File: config.mk
export PLATFORM = sky130hd
export DESIGN_NAME = bcd_serial_adder
export DESIGN_NICKNAME = d
export VERILOG_FILES = /design/src/rtl/bcd_serial_adder.sv
export SDC_FILE = /design/constraint.sdc
export NUM_CORES = 1
export LEC_CHECK = 0
export CAP_MARGIN = 20
export CORE_MARGIN = 2
export CORE_UTILIZATION = 35
export DETAILED_ROUTE_END_ITERATION = 12
export GPL_ROUTABILITY_DRIVEN = 0
export SYNTH_ARGS = -nofsm -noshare
export SYNTH_HDL_FRONTEND = slang
export SYNTH_SLANG_ARGS = --single-unit
File: constraint.sdc
create_clock -name clk -period 4.49 [get_ports clk]
set_input_delay 0.898 -clock clk [delete_from_list [all_inputs] [get_ports clk]]
set_output_delay 0.898 -clock clk [all_outputs]
set_load 0.005 [all_outputs]
File: src/rtl/bcd_serial_adder.sv
// rtl/bcd_serial_adder.sv - digit-serial packed-BCD adder, one digit per clock, LSD first
// Optional BCD_SUB_EN adds a sub port selecting A-B via nines complement of B.
module bcd_serial_adder #(
  parameter int DIGITS = 4
) (
  input  logic                clk,
  input  logic                rst,
  input  logic                in_valid,
  output logic                in_ready,
  input  logic [4*DIGITS-1:0] a,
  input  logic [4*DIGITS-1:0] b,
  input  logic                cin,
`ifdef BCD_SUB_EN
  input  logic                sub,
`endif
  output logic                out_valid,
  input  logic                out_ready,
  output logic [4*DIGITS-1:0] sum,
  output logic                cout,
  output logic                err
);

  localparam int W    = 4 * DIGITS;
  localparam int IDXW = (DIGITS > 1) ? $clog2(DIGITS) : 1;
  localparam logic [IDXW-1:0] LAST = IDXW'(DIGITS - 1);

  typedef enum logic [1:0] {IDLE, RUN, DONE} state_t;

  state_t          state, state_nx;
  logic [W-1:0]    a_r, b_r, b_eff, sum_r;
  logic [IDXW-1:0] idx;
  logic            carry, carry_init, cout_r, err_r, err_in;
  logic [3:0]      a_dig, b_dig, s_dig;
  logic [4:0]      d;
  logic            c_nx;
  logic            accept;

  assign accept = in_valid & in_ready;

  // Subtraction folds into addition: nines complement of B plus a forced carry-in.
  always_comb begin
    b_eff      = b;
    carry_init = cin;
`ifdef BCD_SUB_EN
    if (sub) begin
      for (int i = 0; i < DIGITS; i++) begin
        b_eff[4*i +: 4] = 4'd9 - b[4*i +: 4];
      end
      carry_init = 1'b1;
    end
`endif
  end

  always_comb begin
    err_in = 1'b0;
    for (int i = 0; i < DIGITS; i++) begin
      if ((a[4*i +: 4] > 4'd9) || (b[4*i +: 4] > 4'd9)) begin
        err_in = 1'b1;
      end
    end
  end

  // One decimal digit of the ripple; invalid digits go through the same rule.
  always_comb begin
    a_dig = a_r[4*idx +: 4];
    b_dig = b_r[4*idx +: 4];
    d     = {1'b0, a_dig} + {1'b0, b_dig} + {4'b0000, carry};
    if (d > 5'd9) begin
      s_dig = d[3:0] + 4'd6;
      c_nx  = 1'b1;
    end else begin
      s_dig = d[3:0];
      c_nx  = 1'b0;
    end
  end

  always_ff @(posedge clk) begin
    if (rst) begin
      state <= IDLE;
    end else begin
      state <= state_nx;
    end
  end

  always_comb begin
    state_nx = state;
    case (state)
      IDLE:    if (in_valid) state_nx = RUN;
      RUN:     if (idx == LAST) state_nx = DONE;
      DONE:    if (out_ready) state_nx = IDLE;
      default: state_nx = IDLE;
    endcase
  end

  always_comb begin
    in_ready  = (state == IDLE);
    out_valid = (state == DONE);
  end

  always_ff @(posedge clk) begin
    if (rst) begin
      a_r    <= '0;
      b_r    <= '0;
      sum_r  <= '0;
      idx    <= '0;
      carry  <= 1'b0;
      cout_r <= 1'b0;
      err_r  <= 1'b0;
    end else begin
      case (state)
        IDLE: begin
          if (accept) begin
            a_r   <= a;
            b_r   <= b_eff;
            carry <= carry_init;
            idx   <= '0;
            err_r <= err_in;
          end
        end
        RUN: begin
          sum_r[4*idx +: 4] <= s_dig;
          carry             <= c_nx;
          if (idx == LAST) begin
            cout_r <= c_nx;
            idx    <= '0;
          end else begin
            idx <= idx + 1'b1;
          end
        end
        default: ;
      endcase
    end
  end

  assign sum  = sum_r;
  assign cout = cout_r;
  assign err  = err_r;

endmodule

### After elaboration in Yosys (flattened, before gate mapping)

Cells that the tools add are included.

| storage, ports and cells | value |
|---|---|
| register bits | 55 |
| input port bits | 37 |
| word-level logic and storage cells | 60 |

| cells by class | value |
|---|---|
| $add $sub $neg | 5 |
| magnitude comparators | 9 |
| shift-type cells | 4 |
| reductions and logical operators | 10 |
| multiplexer cells | 16 |
| equality and inequality tests | 7 |
| bitwise operators | 1 |

Operator list:

| kind | count |
|---|---|
| negation 4 -> 34 bit | 1 |
| variable shift 4 x 34 -> 16 bit, first input constant | 1 |
| variable part select 4 x 34 -> 16 bit | 1 |
| greater-than comparator 4 bit, second input constant | 8 |
| variable part select 16 x 5 -> 4 bit | 2 |
| bitwise mux 16 bit | 1 |
| two-way mux 2 bit | 5 |
| two-way mux 1 bit | 6 |
| one-hot mux 2 bit (3 select lines) | 1 |
| AND reduction 2 bit | 3 |
| adder 4 x 4 -> 5 bit | 1 |
| adder 5 x 1 -> 5 bit | 1 |
| greater-than comparator 5 x 4 -> 1 bit, second input constant | 1 |
| adder 4 x 3 -> 4 bit, second input constant | 1 |
| == test 2 bit, second input constant | 2 |
| logical OR 1 bit | 4 |
| two-way mux 4 bit | 1 |
| inequality test 2 x 1 -> 1 bit, second input constant | 2 |
| inequality test 2 bit, second input constant | 2 |
| one-hot mux 2 bit (2 select lines) | 1 |
| AND reduction 3 bit | 1 |
| adder 2 x 1 -> 2 bit, second input constant | 1 |
| == test 2 x 1 -> 1 bit, second input constant | 1 |
| zero test 2 bit | 1 |
| 3 further kinds | 3 |

### Logic depth before layout (Yosys ltp)

| logic depth | value |
|---|---|
| depth in word-level cells | 7 |
| depth in mapped cells | 13 |
| gate-level depth less buffers | 11 |

### Least setup slack after synthesis

OpenSTA, ideal clock, no wires.

| timing | value |
|---|---|
| path type | reg2reg |
| start point | register idx[0] |
| end point | register sum_r[10], in the netlist sum[10] |
| arrival | 3.504 ns |
| buffers on the path | 2 |
| cell stages (with the launch flop) | 13 |
| data required time | 4.416 ns |
| setup slack | 0.911 ns |
| cell sequence | dfxtp_1 -> buf_2 -> buf_2 -> mux4_2 -> fa_1 -> inv_1 -> fa_1 -> ha_1 -> nand2_1 -> a32oi_2 -> a311oi_2 -> mux2_2 -> o21ai_0 |

| between the ends | value |
|---|---|
| cells in the longest elaborated chain, start to end | 7 |
| elaborated cells between the ends (all ways) | 11 |
| classes of those cells | add/sub (4); order compare (1); shift (4); mux (2) |

Ends and longest elaborated chain:

| item | line | source |
|---|---|---|
| start: declaration | 31 | `logic [IDXW-1:0] idx;` |
| start signal: assignment | 127 | `idx <= idx + 1'b1;` |
| variable part select 16 x 5 -> 4 bit, on equally long branches | 65, 66 |  |
| adder 4 x 4 -> 5 bit | 67 | `d = {1'b0, a_dig} + {1'b0, b_dig} + {4'b0000, carry};` |
| adder 5 x 1 -> 5 bit | 67 |  |
| adder 4 x 3 -> 4 bit / greater-than comparator 5 x 4 -> 1 bit (equally long branches) | 69, 68 |  |
| two-way mux 4 bit | 68 | `if (d > 5'd9) begin` |
| variable part select 4 x 34 -> 16 bit | 121 | `sum_r[4*idx +: 4] <= s_dig;` |
| bitwise mux 16 bit (*) | 121 |  |
| end signal: indexed assignment | 121 |  |
| end: declaration | 30 | `logic [W-1:0] a_r, b_r, b_eff, sum_r;` |

Every way passes the cells marked *; elsewhere a longest branch is shown, timed or not.
A chain may end at the register's enable or synchronous reset.

### Worst setup path after layout

| timing | value |
|---|---|
| start point | register idx[0] |
| end point | register sum_r[14], in the netlist sum[14] |

Same word-level chain as after synthesis.

==> impl_metrics.yaml <==
timing:
  setup_viol: 0
  fin_setup_tns_ns: 0
  relSlewSlack: 0.352
  layout_worst_path_cycle_share: 0.848
  finClkSkew_ns: 0.00682
  slew_viol_final: 0
  fmax_ghz: 0.263
  final_count_of_hold_timing_violations: 0
  finalWorstSetupSlack_ns: 0.684
  grt_setup_unrepaired: "false"
  post-route-min-period_ns: 3.81
  max_slew.worst_pin.slew_ns: 0.973
setup_path:
  critical_path.startpoint: "idx[0]$_SDFFE_PP0P_"
  endpoint_kind: "register"
  r2r.worst_path.cells: 10
  worst_setup_path_start_kind: "register"
  worst_path_dominant_cell_family: "adder cells"
  crit_arrival_ns: 4.05
  worst_r2r_endpoint: "sum[14]$_SDFFE_PP0P_"
  worst_path_most_repeated_cell: "fa_1"
  slowest_delay_ns: 0.61
  crit_path_buf_inv_count: 1
  timing.critical_path.slowest_stage_cell: "fa_1"
  timing.critical_path.cells: "mux4_2 -> fa_1 -> inv_1 -> fa_1 -> ha_1 -> nand2_1 -> a32oi_2 -> a311oi_2 -> mux2_2 -> o21ai_0"
  criticalPathCategory: "reg -> reg"
  required_ns: 4.73
  critical_path_peak_fanout: 15
  r2r_setup_slack_ns: 0.68
  crit-reg2reg-launch: "idx[0]$_SDFFE_PP0P_"
synthesis:
  post_synth_num_cell_types: 45
  seq_area_frac_synth: 0.406
  postSynthAreaPerCell_um2: 8.41
  synth_cells: 323
  synthesis.yosys.warnings: 0
  postSynthRegisterBits: 55
  synthesis.area_um2: 2720
  synth.net_count: 373
clocking:
  root_buffer: "clkbuf_8"
  clock_sink_count: 55
  clock_path_buffers: 2
  insertion_delay_to_the_later_sink_of_the_worst_skew_pair_ns: 0.31
  h-tree-depth: 2
  post-cts-setup-buffer-count: 0
  hold_buffers: 0
  cts_resized: 0
  cts_tree: "built"
  clk_pin_slew_ns: 0.10
  cts_buffers: 5
global_route:
  grt_start_max_net_pins: 56
  groute.usage.overall: 0.163
  grt_pass1_wl_um: 11000
  grt_pass1_vias: 2300
  grt_antenna_before_repair: 0
  grt.overflow.total: 0
placed_design:
  total_of_buffers_placed_on_input_and_output_ports: 56
  place_worst_setup_slack_ns: 0.716
  placedInstanceArea_um2: 3370
  total_half_perimeter_wirelength_after_legalization_and_detailed_placement_um: 5050
cells_and_area:
  syn2layout_area_growth_pct: 28.4
  final_nets: 422
  finalInstanceArea_um2: 3490
  num_antenna_cells: 0
  drive_gt1_frac: 0.0751
  most_common_library_cell_in_the_layout_ignoring_fill_and_taps: "nand2_1"
  commonest_cells_after_routing_fill_and_taps_aside: "84 x nand2_1, 55 x dfxtp_1, 55 x clkdlybuf4s50_1, 42 x a21oi_1, 19 x o21ai_0"
power:
  cell_internal_pwr_mw: 0.738
  power_frac_seq: 0.500
  power.combinational.fraction: 0.233
  max-vdd-ir-drop_mv: 0.121
  switchingPower_mw: 0.317
  power_density_nw_per_um2: 303
  clock_power_share: 0.267
  switching_share: 0.301
  p_leak_nw: 1.25
  post-layout-total-power_mw: 1.05
run_status:
  outcome: "completed"
detailed_routing:
  drc: 0
  total_number_of_vias: 2460
  remaining_number_of_nets_flagged_by_the_antenna_check_after_routing: 0
  detail_route.iter0.violations: 91
  avgRoutedWirePerCell_um: 14.2
  avgViaCountPerCell: 5.18
  detail_route.first_pass.iterations: 4
  detail_route.wirelength_um: 6740
die:
  design.portCount: 57
  coreArea_um2: 7610
  site_row_count: 32
  die_height_um: 92.1
  die_w_um: 92.1
  die_ar_um2: 8480
  initial_utilization: 0.357
min_path:
  hold_start: "b_r[14]$_SDFFE_PP0P_"
  holdPathEnd: "b_r[14]$_SDFFE_PP0P_"
  holdPathStages: 2
  worstHoldPathType: "reg -> reg"
run:
  maxCapViolCount: 0
-- cell families (layout without fill, tap and decap cells) --
group | after synthesis | after routing | synth area share
mux | 9 | 9 | 0.0705
fa+ha+maj | 13 | 13 | 0.0654
flops | 55 | 55 | 0.406
simple gates | 135 | 135 | 0.228
compound gates | 84 | 84 | 0.188
xor+xnor | 1 | 1 | 0.00599
buf+inv | 26 | 76 | 0.0369
-- cells in the mapped netlist (all sizes together) --
| cell type | count | area [µm²] |
|---|---|---|
| dfxtp | 55 | 1100 |
| nand2b | 7 | 43.8 |
| o221a | 1 | 11.3 |
| a222oi | 3 | 30.0 |
| o32a | 2 | 20.0 |
| o21ai | 19 | 95.1 |
| o21a | 1 | 7.51 |
| a31o | 1 | 8.76 |
| nand2 | 84 | 315 |
| nand4 | 4 | 25.0 |
| nor2 | 12 | 45.0 |
| and3 | 4 | 26.3 |
| buf | 3 | 13.8 |
| a21boi | 1 | 7.51 |
| nor2b | 3 | 18.8 |
| mux2 | 1 | 11.3 |
| a21o | 1 | 7.51 |
| fa | 2 | 40.0 |
| and3b | 1 | 8.76 |
| nand4b | 1 | 8.76 |
| nor4 | 3 | 18.8 |
| a31oi | 4 | 25.0 |
| nor3 | 2 | 10.0 |
| xor2 | 1 | 16.3 |
| nor4b | 1 | 8.76 |
| a32oi | 1 | 16.3 |
| nor4bb | 1 | 10.0 |
| nand3 | 5 | 25.0 |
| nand3b | 1 | 7.51 |
| ha | 11 | 138 |
| and2 | 2 | 12.5 |
| a311oi | 2 | 23.8 |
| or3 | 2 | 17.5 |
| or4b | 1 | 10.0 |
| or4 | 1 | 7.51 |
| clkbuf | 15 | 56.3 |
| a22oi | 5 | 37.5 |
| a221oi | 1 | 8.76 |
| mux4 | 8 | 180 |
| inv | 8 | 30.0 |
| a21oi | 42 | 210 |
-- metrics by stage --
step           hold slack [ns]  std cells  utilization
2_1_floorplan            0.433        323            -
3_3_place_gp             0.439        465        0.439
3_5_place_dp             0.448        466        0.443
4_1_cts                  0.463        474        0.455
5_1_grt                  0.479        475        0.458
6_report                 0.461        475        0.458
-- tightest hold or removal path, cell delays in order (launching register included) --
cell and delay, ns:
dfxtp_1 0.32, nand2_1 0.05, a21oi_1 0.05
-- power by group through the flow --
stage / clock, mW / sequential [mW] / combinational, mW
6_report: 0.281 / 0.528 / 0.246
3_5_place_dp: 0 / 0.539 / 0.242
3_3_place_gp: 0 / 0.539 / 0.235
2_1_floorplan: 0 / 0.532 / 0.160
5_1_grt: 0.306 / 0.531 / 0.274
4_1_cts: 0.291 / 0.528 / 0.244
-- routing by layer --
metal  share of wire  wire length [µm]  GRT usage  vias to the layer above
met2            0.48              3260      0.271                       68
met1            0.45              3060      0.213                     1149
met4           0.010                70     0.0485                        0
met3           0.052               349     0.0353                        9
met5               0                 0          0                        -
li1                -                 -          -                     1234
-- state kept, by name, summed over array words and instances, names as in the netlist --
name / cells
carry: 1
a_r: 16
sum: 16
idx: 2
b_r: 16
cout: 1
err: 1
state: 2
-- worst max-delay path by stage --
stage / endpoint / slack [ns] / cells after the start
final: sum[14]$_SDFFE_PP0P_ / 0.68 / 10
after global routing: sum[14]$_SDFFE_PP0P_ / 0.42 / 10
after CTS: sum[14]$_SDFFE_PP0P_ / 0.68 / 10
after detailed placement: sum[14]$_SDFFE_PP0P_ / 0.72 / 10
after global placement: sum[10]$_SDFFE_PP0P_ / 0.77 / 10
after floorplan: sum[10]$_SDFFE_PP0P_ / 0.91 / 12
-- area by class of cell --
class	count	area [µm²]
clock buffers	6	72.6
clock inverters	2	17.5
fillers	766	4120
inverters	8	30.0
multi-input cells	242	1510
flip-flops and latches	55	1100
well taps	102	128
repair buffers	60	623
Note: power is estimated with default switching activity, not from simulation.
